<file path="config.mk">
export PLATFORM = sky130hd
export DESIGN_NAME = cpu_halt_sequencer
export DESIGN_NICKNAME = d
export VERILOG_FILES = /design/src/rtl/cpu_halt_sequencer_pkg.sv /design/src/rtl/cpu_halt_sequencer_down_counter.sv /design/src/rtl/cpu_halt_sequencer.sv
export SDC_FILE = /design/constraint.sdc
export NUM_CORES = 1
export LEC_CHECK = 0
export CORE_AREA = 10 10 93 95
export DETAILED_ROUTE_END_ITERATION = 12
export DIE_AREA = 0 0 103 105
export PLACE_DENSITY_LB_ADDON = 0.12
export RECOVER_POWER = 50
export SYNTH_ARGS = -nofsm -noshare
export SYNTH_HDL_FRONTEND = slang
export SYNTH_SLANG_ARGS = --single-unit
</file>
<file path="constraint.sdc">
create_clock -name CLOCK -period 5.4 [get_ports CLOCK]
set_input_delay 1.08 -clock CLOCK [delete_from_list [all_inputs] [get_ports CLOCK]]
set_output_delay 1.08 -clock CLOCK [all_outputs]
set_load 0.05 [all_outputs]
</file>
<file path="src/rtl/cpu_halt_sequencer_pkg.sv">
// Shared types for the halt/drain/dump sequencer.
// The state encoding is fixed so that other pipeline blocks and debug tooling can decode it.
package cpu_halt_sequencer_pkg;

    typedef enum logic [1:0] {
        ST_RUN   = 2'd0,
        ST_DRAIN = 2'd1,
        ST_DUMP  = 2'd2,
        ST_DONE  = 2'd3
    } seq_state_e;

    localparam logic [31:0] HALT_INST_WORD = 32'hFFFF_FFFF;

    // Bits needed to hold a count of 0..n-1.
    function automatic int unsigned cnt_width(input int unsigned n);
        return (n < 2) ? 1 : $clog2(n);
    endfunction

endpackage

</file>
<file path="src/rtl/cpu_halt_sequencer_down_counter.sv">
// Loadable down counter with a zero flag; used to time the post-halt pipeline drain.
// Load wins over decrement; decrement stops at zero.
module seq_down_counter #(
    parameter int W = 2
) (
    input  logic         clk_i,
    input  logic         rst_i,
    input  logic         load_i,
    input  logic [W-1:0] load_val_i,
    input  logic         dec_i,
    output logic         zero_o
);

    logic [W-1:0] cnt_q;

    always_ff @(posedge clk_i) begin
        if (rst_i) begin
            cnt_q <= '0;
        end else if (load_i) begin
            cnt_q <= load_val_i;
        end else if (dec_i && (cnt_q != '0)) begin
            cnt_q <= cnt_q - 1'b1;
        end
    end

    assign zero_o = (cnt_q == '0);

endmodule

</file>
<file path="src/rtl/cpu_halt_sequencer.sv">
// Ends a CPU run: detects the halt word in ID, freezes fetch, drains EX/MEM/WB,
// then streams MainMemory words 0..DUMP_WORDS-1 over a valid/ready port.
module cpu_halt_sequencer
    import cpu_halt_sequencer_pkg::*;
#(
    parameter int          ADDR_W       = 9,
    parameter int          DUMP_WORDS   = 512,
    parameter int          DRAIN_CYCLES = 3,
    parameter logic [31:0] HALT_INST    = HALT_INST_WORD
) (
    input  logic              CLOCK,
    input  logic              RESET,
    input  logic [31:0]       Inst_D,
    output logic              Freeze_F,
    output logic              Bubble_D,
    output logic              DumpEN,
    output logic [ADDR_W-1:0] DumpAddr,
    input  logic [31:0]       MemReadData,
    output logic [31:0]       DumpData,
    output logic              DumpValid,
    input  logic              DumpReady,
    output logic              DumpLast,
    output logic              Halted,
    output logic              Done,
    output logic [31:0]       CycleCount
);

    localparam int unsigned      CNT_W     = cnt_width(DRAIN_CYCLES);
    localparam logic [CNT_W-1:0] DRAIN_LD  = CNT_W'(DRAIN_CYCLES - 1);
    localparam logic [ADDR_W-1:0] LAST_ADDR = ADDR_W'(DUMP_WORDS - 1);

    seq_state_e        state_q;
    logic              halted_q;
    logic              dump_vld_q;
    logic              done_q;
    logic [ADDR_W-1:0] addr_q;
    logic [31:0]       cyc_q;
    logic              drain_zero;
    logic              halt_hit;
    logic              last_beat;

    assign halt_hit  = (state_q == ST_RUN) && (Inst_D == HALT_INST);
    assign last_beat = dump_vld_q && (addr_q == LAST_ADDR);

    seq_down_counter #(.W(CNT_W)) u_drain_cnt (
        .clk_i      (CLOCK),
        .rst_i      (RESET),
        .load_i     (halt_hit),
        .load_val_i (DRAIN_LD),
        .dec_i      (state_q == ST_DRAIN),
        .zero_o     (drain_zero)
    );

    always_ff @(posedge CLOCK) begin
        if (RESET) begin
            state_q    <= ST_RUN;
            halted_q   <= 1'b0;
            dump_vld_q <= 1'b0;
            done_q     <= 1'b0;
            addr_q     <= '0;
            cyc_q      <= '0;
        end else begin
            case (state_q)
                ST_RUN: begin
                    cyc_q <= cyc_q + 32'd1;
                    if (halt_hit) begin
                        state_q  <= ST_DRAIN;
                        halted_q <= 1'b1;
                    end
                end
                ST_DRAIN: begin
                    if (drain_zero) begin
                        state_q    <= ST_DUMP;
                        dump_vld_q <= 1'b1;
                    end
                end
                ST_DUMP: begin
                    if (DumpReady) begin
                        addr_q <= addr_q + 1'b1;
                        if (last_beat) begin
                            state_q    <= ST_DONE;
                            dump_vld_q <= 1'b0;
                            done_q     <= 1'b1;
                        end
                    end
                end
                default: ;
            endcase
        end
    end

    // Freeze acts in the detection cycle so the halt word never enters EX.
    assign Freeze_F   = halt_hit | halted_q;
    assign Bubble_D   = halt_hit | halted_q;
    assign DumpEN     = dump_vld_q;
    assign DumpValid  = dump_vld_q;
    assign DumpAddr   = addr_q;
    assign DumpData   = dump_vld_q ? MemReadData : 32'd0;
    assign DumpLast   = last_beat;
    assign Halted     = halted_q;
    assign Done       = done_q;
    assign CycleCount = cyc_q;

endmodule

</file>
== Yosys cells after proc, flatten, opt, wreduce, memory -nomap -nowiden ==
Cells that the tools add are included.
W data, S select, Z words.

* $add $sub $neg: 3
* Equal/unequal tests: 8
* Mux-type cells: 12
* Bitwise gates (word level): 1
* Reductions and logical operators: 15

{| class="wikitable"
|+ Operator list
! cell !! number
|-
| $add A32 B1 Y32 const B || 1
|-
| $eq A32 B32 Y1 const B || 1
|-
| $mux W32 || 1
|-
| $mux W2 || 6
|-
| $add A9 B1 Y9 const B || 1
|-
| $eq A9 B9 Y1 const B || 1
|-
| $ne A2 B2 Y1 const B || 4
|-
| $pmux W2 S3 || 1
|-
| $reduce_bool A2 Y1 || 3
|-
| $reduce_and A5 Y1 || 1
|-
| $logic_not A2 Y1 || 2
|-
| $reduce_and A2 Y1 || 2
|-
| $reduce_and A4 Y1 || 1
|-
| $logic_and A1 B1 Y1 || 3
|-
| $mux W1 || 3
|-
| $reduce_and A3 Y1 || 1
|-
| $reduce_bool A3 Y1 || 1
|-
| $eq A2 B1 Y1 const B || 1
|-
| $eq A2 B2 Y1 const B || 1
|-
| $pmux W1 S2 || 1
|-
| $reduce_or A2 Y1 || 1
|-
| $sub A2 B1 Y2 const B || 1
|-
| $or A1 B1 Y1 || 1
|}

* Register bits: 48
* Bits of input ports: 67
* Output and inout port bits: 80
* Word-level logic and storage cells: 47

== Depth between registers and ports, before layout ==
* Depth after elaboration: 5
* Gate-level depth with buffers: 10
* Depth with buffers taken out: 8

== By module ==
A second synthesis with hierarchy kept.

* Cells, all modules: 341
* Area total of the unflattened synthesis: 2762.6 µm²

{| class="wikitable"
|+ By module, submodules not included
! module !! instances !! cells each !! area an instance (µm²) !! sequential area each (µm²)
|-
| cpu_halt_sequencer || 1 || 327 || 2636.3 || 920.9
|-
| seq_down_counter || 1 || 14 || 126.4 || 40.0
|}

== Worst setup path before layout ==
Ideal clock, no wire load.

* Path type: input -> output
* Start: in Inst_D[30]
* End: out Freeze_F
* Arrival time: 2.601 ns
* Data required time: 4.320 ns
* Setup slack: 1.719 ns
* Cell stages on the path: 5
* Path buffers: 1
* Cell sequence: nand4_1 nor4_1 nand3_1 nand2_1 buf_4

* Cells in the longest elaborated chain, start to end: 3

{| class="wikitable"
|+ Ends and longest elaborated chain
! what !! line !! text
|-
| from (decl) || cpu_halt_sequencer.sv:13 || <nowiki>input logic [31:0] Inst_D,</nowiki>
|-
| $eq A32 B32 Y1 || cpu_halt_sequencer.sv:42 || <nowiki>assign halt_hit = (state_q == ST_RUN) && (Inst_D == HALT_INST);</nowiki>
|-
| $logic_and A1 B1 Y1 || cpu_halt_sequencer.sv:42 ||
|-
| $or A1 B1 Y1 || -- ||
|-
| to (decl) || cpu_halt_sequencer.sv:14 || <nowiki>output logic Freeze_F,</nowiki>
|}

No other way between the ends.

== Worst setup path in the final report ==
* Start: in Inst_D[10]
* End: out Bubble_D

* Cells in the longest elaborated chain, start to end: 3

{| class="wikitable"
|+ Ends and longest elaborated chain
! what !! line !! text
|-
| $eq A32 B32 Y1 || cpu_halt_sequencer.sv:42 ||
|-
| $logic_and A1 B1 Y1 || cpu_halt_sequencer.sv:42 ||
|-
| $or A1 B1 Y1 || cpu_halt_sequencer.sv:94 || <nowiki>assign Bubble_D = halt_hit | halted_q;</nowiki>
|-
| to (decl) || cpu_halt_sequencer.sv:15 || <nowiki>output logic Bubble_D,</nowiki>
|}

No other way between the ends.

==> summary.txt <==
Logic synthesis
  • Sequential-to-total area share from yosys stat: 35.9%
  • Complex-gate fraction of the synthesized area: 10.8%
  • Synth area leaders: sky130_fd_sc_hd__dfxtp_1 (36%), sky130_fd_sc_hd__and2_1 (8.2%), sky130_fd_sc_hd__nand4_1 (4.9%)
  • Mapped Nets: 401
  • FFs w/ async S/R, synth: 0%
  • Adder-cell share of the synthesized area: 4.20%
  • Post-synthesis share of cell area spent on xor and xnor gates: 4.90%
  • Yosys reg bits: 48
  • Largest family of logic cells by synthesized area: simple AND/OR/NAND/NOR gates
  • Area fraction of the dominant cell type after synthesis: 35.9%
  • Synthesized instance count: 325
  • Most used flip-flop cell after synthesis: sky130_fd_sc_hd__dfxtp_1
  • Count of flip-flops with a built-in enable after synthesis: 0
  • Average footprint of a synthesized cell: 8.24 sq um
  • Multiplexer area fraction after synthesis: 3.22%
  • Dominant cell type by area after synthesis: sky130_fd_sc_hd__dfxtp_1
  • Distinct cells, synth: 39
  • Synth Warn #: 0
  • Simple-gate share of the synthesized area: 36.0%
  • Netlist area before placement: 2680 sq um

Placed design
  • DPL Wire Length: 6830 um
  • RD Place Congestion: 0.772
  • Post-DP Area: 4130 sq um
  • Number of port buffers: 146

GRT
  • Pin count of the biggest net entering global routing: 60
  • First-pass GRT wire length: 14000 um
  • Total global-route track usage: 15.5%
  • Vias in the first global route: 2731
  • Antenna violations before repair: 0
  • Total congestion overflow: 0

Pwr
  • Areal power density over the cells: 299 nW/um^2
  • Static leakage: 0.00158 uW
  • Worst vdd rail ir drop: 0.000187 V

Timing
  • Fin. Hold Viols: 0
  • Achievable Freq: 0.214 GHz
  • Period utilization: 86.4%
  • Setup repair after global routing missed its margin: false
  • Setup TNS after final layout: 0 ns
  • Relative slew margins: -65.6%
  • Number of slew-limit violations in the final report: 60
  • Post-layout min period: 4.66 ns
  • Actual transition at the worst max-transition pin: 2.48 ns
  • Total setup violations reported at the end of the flow: 0
  • Max Clock Skew: 0.00653 ns

Cells and area
  • Signed area change from the synthesized netlist to the final layout: 58.9%
  • Most common cell after layout, fill and taps aside: sky130_fd_sc_hd__clkdlybuf4s50_1
  • Net total in the final layout: 533
  • Area of all placed cells without fillers: 4260 sq um
  • Layout cell share with drive strength beyond 1: 4.15%
  • Antenna diode count: 0
  • Commonest non-fill, non-tap cells in the layout: sky130_fd_sc_hd__clkdlybuf4s50_1 (115), sky130_fd_sc_hd__dfxtp_1 (48), sky130_fd_sc_hd__and2_1 (35), sky130_fd_sc_hd__dlygate4sd3_1 (30), sky130_fd_sc_hd__a21oi_1 (26)

Detailed routing
  • Final routed DRC violation total: 0
  • Drt first-iter violations: 94
  • Total Wirelength: 8660 um
  • Average wire length per cell after detail routing: 16.1 um
  • First-pass iteration count of the detailed router: 4
  • Via density per instance: 5.18
  • Via count: 2786
  • Number of nets still failing antenna checks after routing: 0

Die
  • Die outline width: 103 um
  • Placement Rows: 30
  • Die outline area: 10800 sq um
  • I/O pin count: 147
  • Core Area: 6760 sq um
  • Starting utilization of the core area: 39.6%
  • Die height: 105 um

Worst setup path
  • Cells on worst reg2reg path: 6
  • Setup crit start kind: primary input
  • Critical register-to-register path endpoint: CycleCount[31]
  • Startpoint of the most critical register-to-register path: state_q[1]
  • Crit end category: primary output
  • Setup slack, reg-to-reg: 2.45 ns
  • Data required time at the worst endpoint: 4.32 ns
  • Worst path arrival time: 3.58 ns
  • Critical Path Fanout Max: 5
  • Crit Path Category: in -> out

Clock tree
  • Number of H-tree levels: 2
  • Number of buffers inserted by hold repair at cts: 0
  • Inserted Clock Buffers: 5
  • Clock tree root driver cell: sky130_fd_sc_hd__clkbuf_8
  • Post-CTS setup buffer count: 0
  • Reg clk slew, reported paths: 0.09 ns
  • CTS tree: done
  • Maximum buffer depth of the clock tree: 2
  • Clock insertion delay at the later pin of the skew report: 0.29 ns
  • Number of sinks driven by the clock tree: 48
  • Resize count post-CTS: 0

Worst hold path
  • Hold Startpoint: Halted
  • End point of the worst hold path: Halted
  • Cell count of the worst hold path: 2
  • Hold/Removal Path Class: reg -> reg

Run status
  • Outcome: finished with violations
  • Violated checks: capacitance limit, slew limit

Flow run
  • Max cap viols: 1
[sequential cells by signal, indices dropped and copies added, names as in the netlist]
signal and cells:
CycleCount 32, Done 1, DumpAddr 9, DumpEN 1, Halted 1, state_q 2
u_drain_cnt.cnt_q 2
[logic make-up (layout without fill, tap and decap cells)]
group	Yosys count	count (layout)
xor gates and xnor gates	15	15
DFF	48	48
muxes	8	8
and+or+nand+nor	166	166
buffers and inverters	29	162
AOI/OAI and AO/OA	50	50
adders and majority gates	9	9
[worst max-delay path, stage by stage]
cell and delay (ns):
sky130_fd_sc_hd__clkdlybuf4s50_1 0.46, sky130_fd_sc_hd__nand4_1 0.09, sky130_fd_sc_hd__nor4_1 0.65, sky130_fd_sc_hd__nand3_1 0.31, sky130_fd_sc_hd__nand2_1 0.17, sky130_fd_sc_hd__clkdlybuf4s50_1 0.82
[final cells by class]
cell class,instances,area (sq um)
Fill cell,604,2500
Clock buffer,7,96.3
Timing Repair Buffer,146,1460
Tap cell,80,100
Inverter,8,30.0
Sequential cell,48,961
Clock inverter,1,30.0
Multi-Input combinational cell,248,1580
[cell usage after synthesis, types with 2 or more instances]
library cell,count
sky130_fd_sc_hd__dfxtp_1,48
sky130_fd_sc_hd__and2_1,35
sky130_fd_sc_hd__a21oi_1,26
sky130_fd_sc_hd__nor2_1,25
sky130_fd_sc_hd__nand4_1,21
sky130_fd_sc_hd__nand2_1,20
sky130_fd_sc_hd__nand3_1,15
sky130_fd_sc_hd__o31ai_1,12
sky130_fd_sc_hd__or4_1,12
sky130_fd_sc_hd__clkbuf_1,11
sky130_fd_sc_hd__ha_1,9
sky130_fd_sc_hd__o21ai_0,9
sky130_fd_sc_hd__inv_1,8
sky130_fd_sc_hd__xor2_1,8
sky130_fd_sc_hd__nor2b_1,7
sky130_fd_sc_hd__xnor2_1,7
sky130_fd_sc_hd__or3_1,6
sky130_fd_sc_hd__and4_1,5
sky130_fd_sc_hd__mux2_2,5
sky130_fd_sc_hd__and3_1,4
sky130_fd_sc_hd__buf_4,4
sky130_fd_sc_hd__nor3_1,4
sky130_fd_sc_hd__buf_1,3
sky130_fd_sc_hd__mux2i_1,3
sky130_fd_sc_hd__a211o_1,2
sky130_fd_sc_hd__nor3b_1,2
sky130_fd_sc_hd__nor4_1,2
[how the worst max path moves through the flow]
stage                    start       end  slack [ns]  cells after the start
floorplan           Inst_D[30]  Freeze_F        1.72                      5
CTS                 Inst_D[10]  Bubble_D        0.71                      6
global placement    Inst_D[10]  Freeze_F        0.82                      6
global route        Inst_D[25]  Bubble_D        0.53                      6
detailed placement  Inst_D[10]  Bubble_D        0.73                      6
finish              Inst_D[10]  Bubble_D        0.74                      6
[metal layers]
metal	part of all wire, %	routed length (um)	vias up	global-route usage, %
met2	53	4590	73	28.0
met1	40	3490	1282	17.4
met5	0	0	-	0
met4	0.92	80	0	2.68
li1	-	-	1425	-
met3	5.8	502	6	4.68
[where the power goes]
part | internal (uW) | leakage [uW] | total (uW) | switching (uW)
clock network | 163 | 0.0000645 | 281 | 118
registers | 367 | 0.000387 | 407 | 39.7
logic | 219 | 0.00112 | 585 | 367
[through the flow]
step           hold slack (ns)  cells  util [%]  setup WS (ns)  total power [uW]
3_3_place_gp             0.455    530      61.1          0.822              1010
4_1_cts                  0.483    538      63.0          0.714              1290
6_report                 0.479    538      63.0          0.736              1270
3_5_place_dp             0.467    530      61.1          0.726              1010
5_1_grt                  0.513    538      63.0          0.535              1330
2_1_floorplan            0.532    325         -           1.72               790
(Power assumes the default switching activity.)
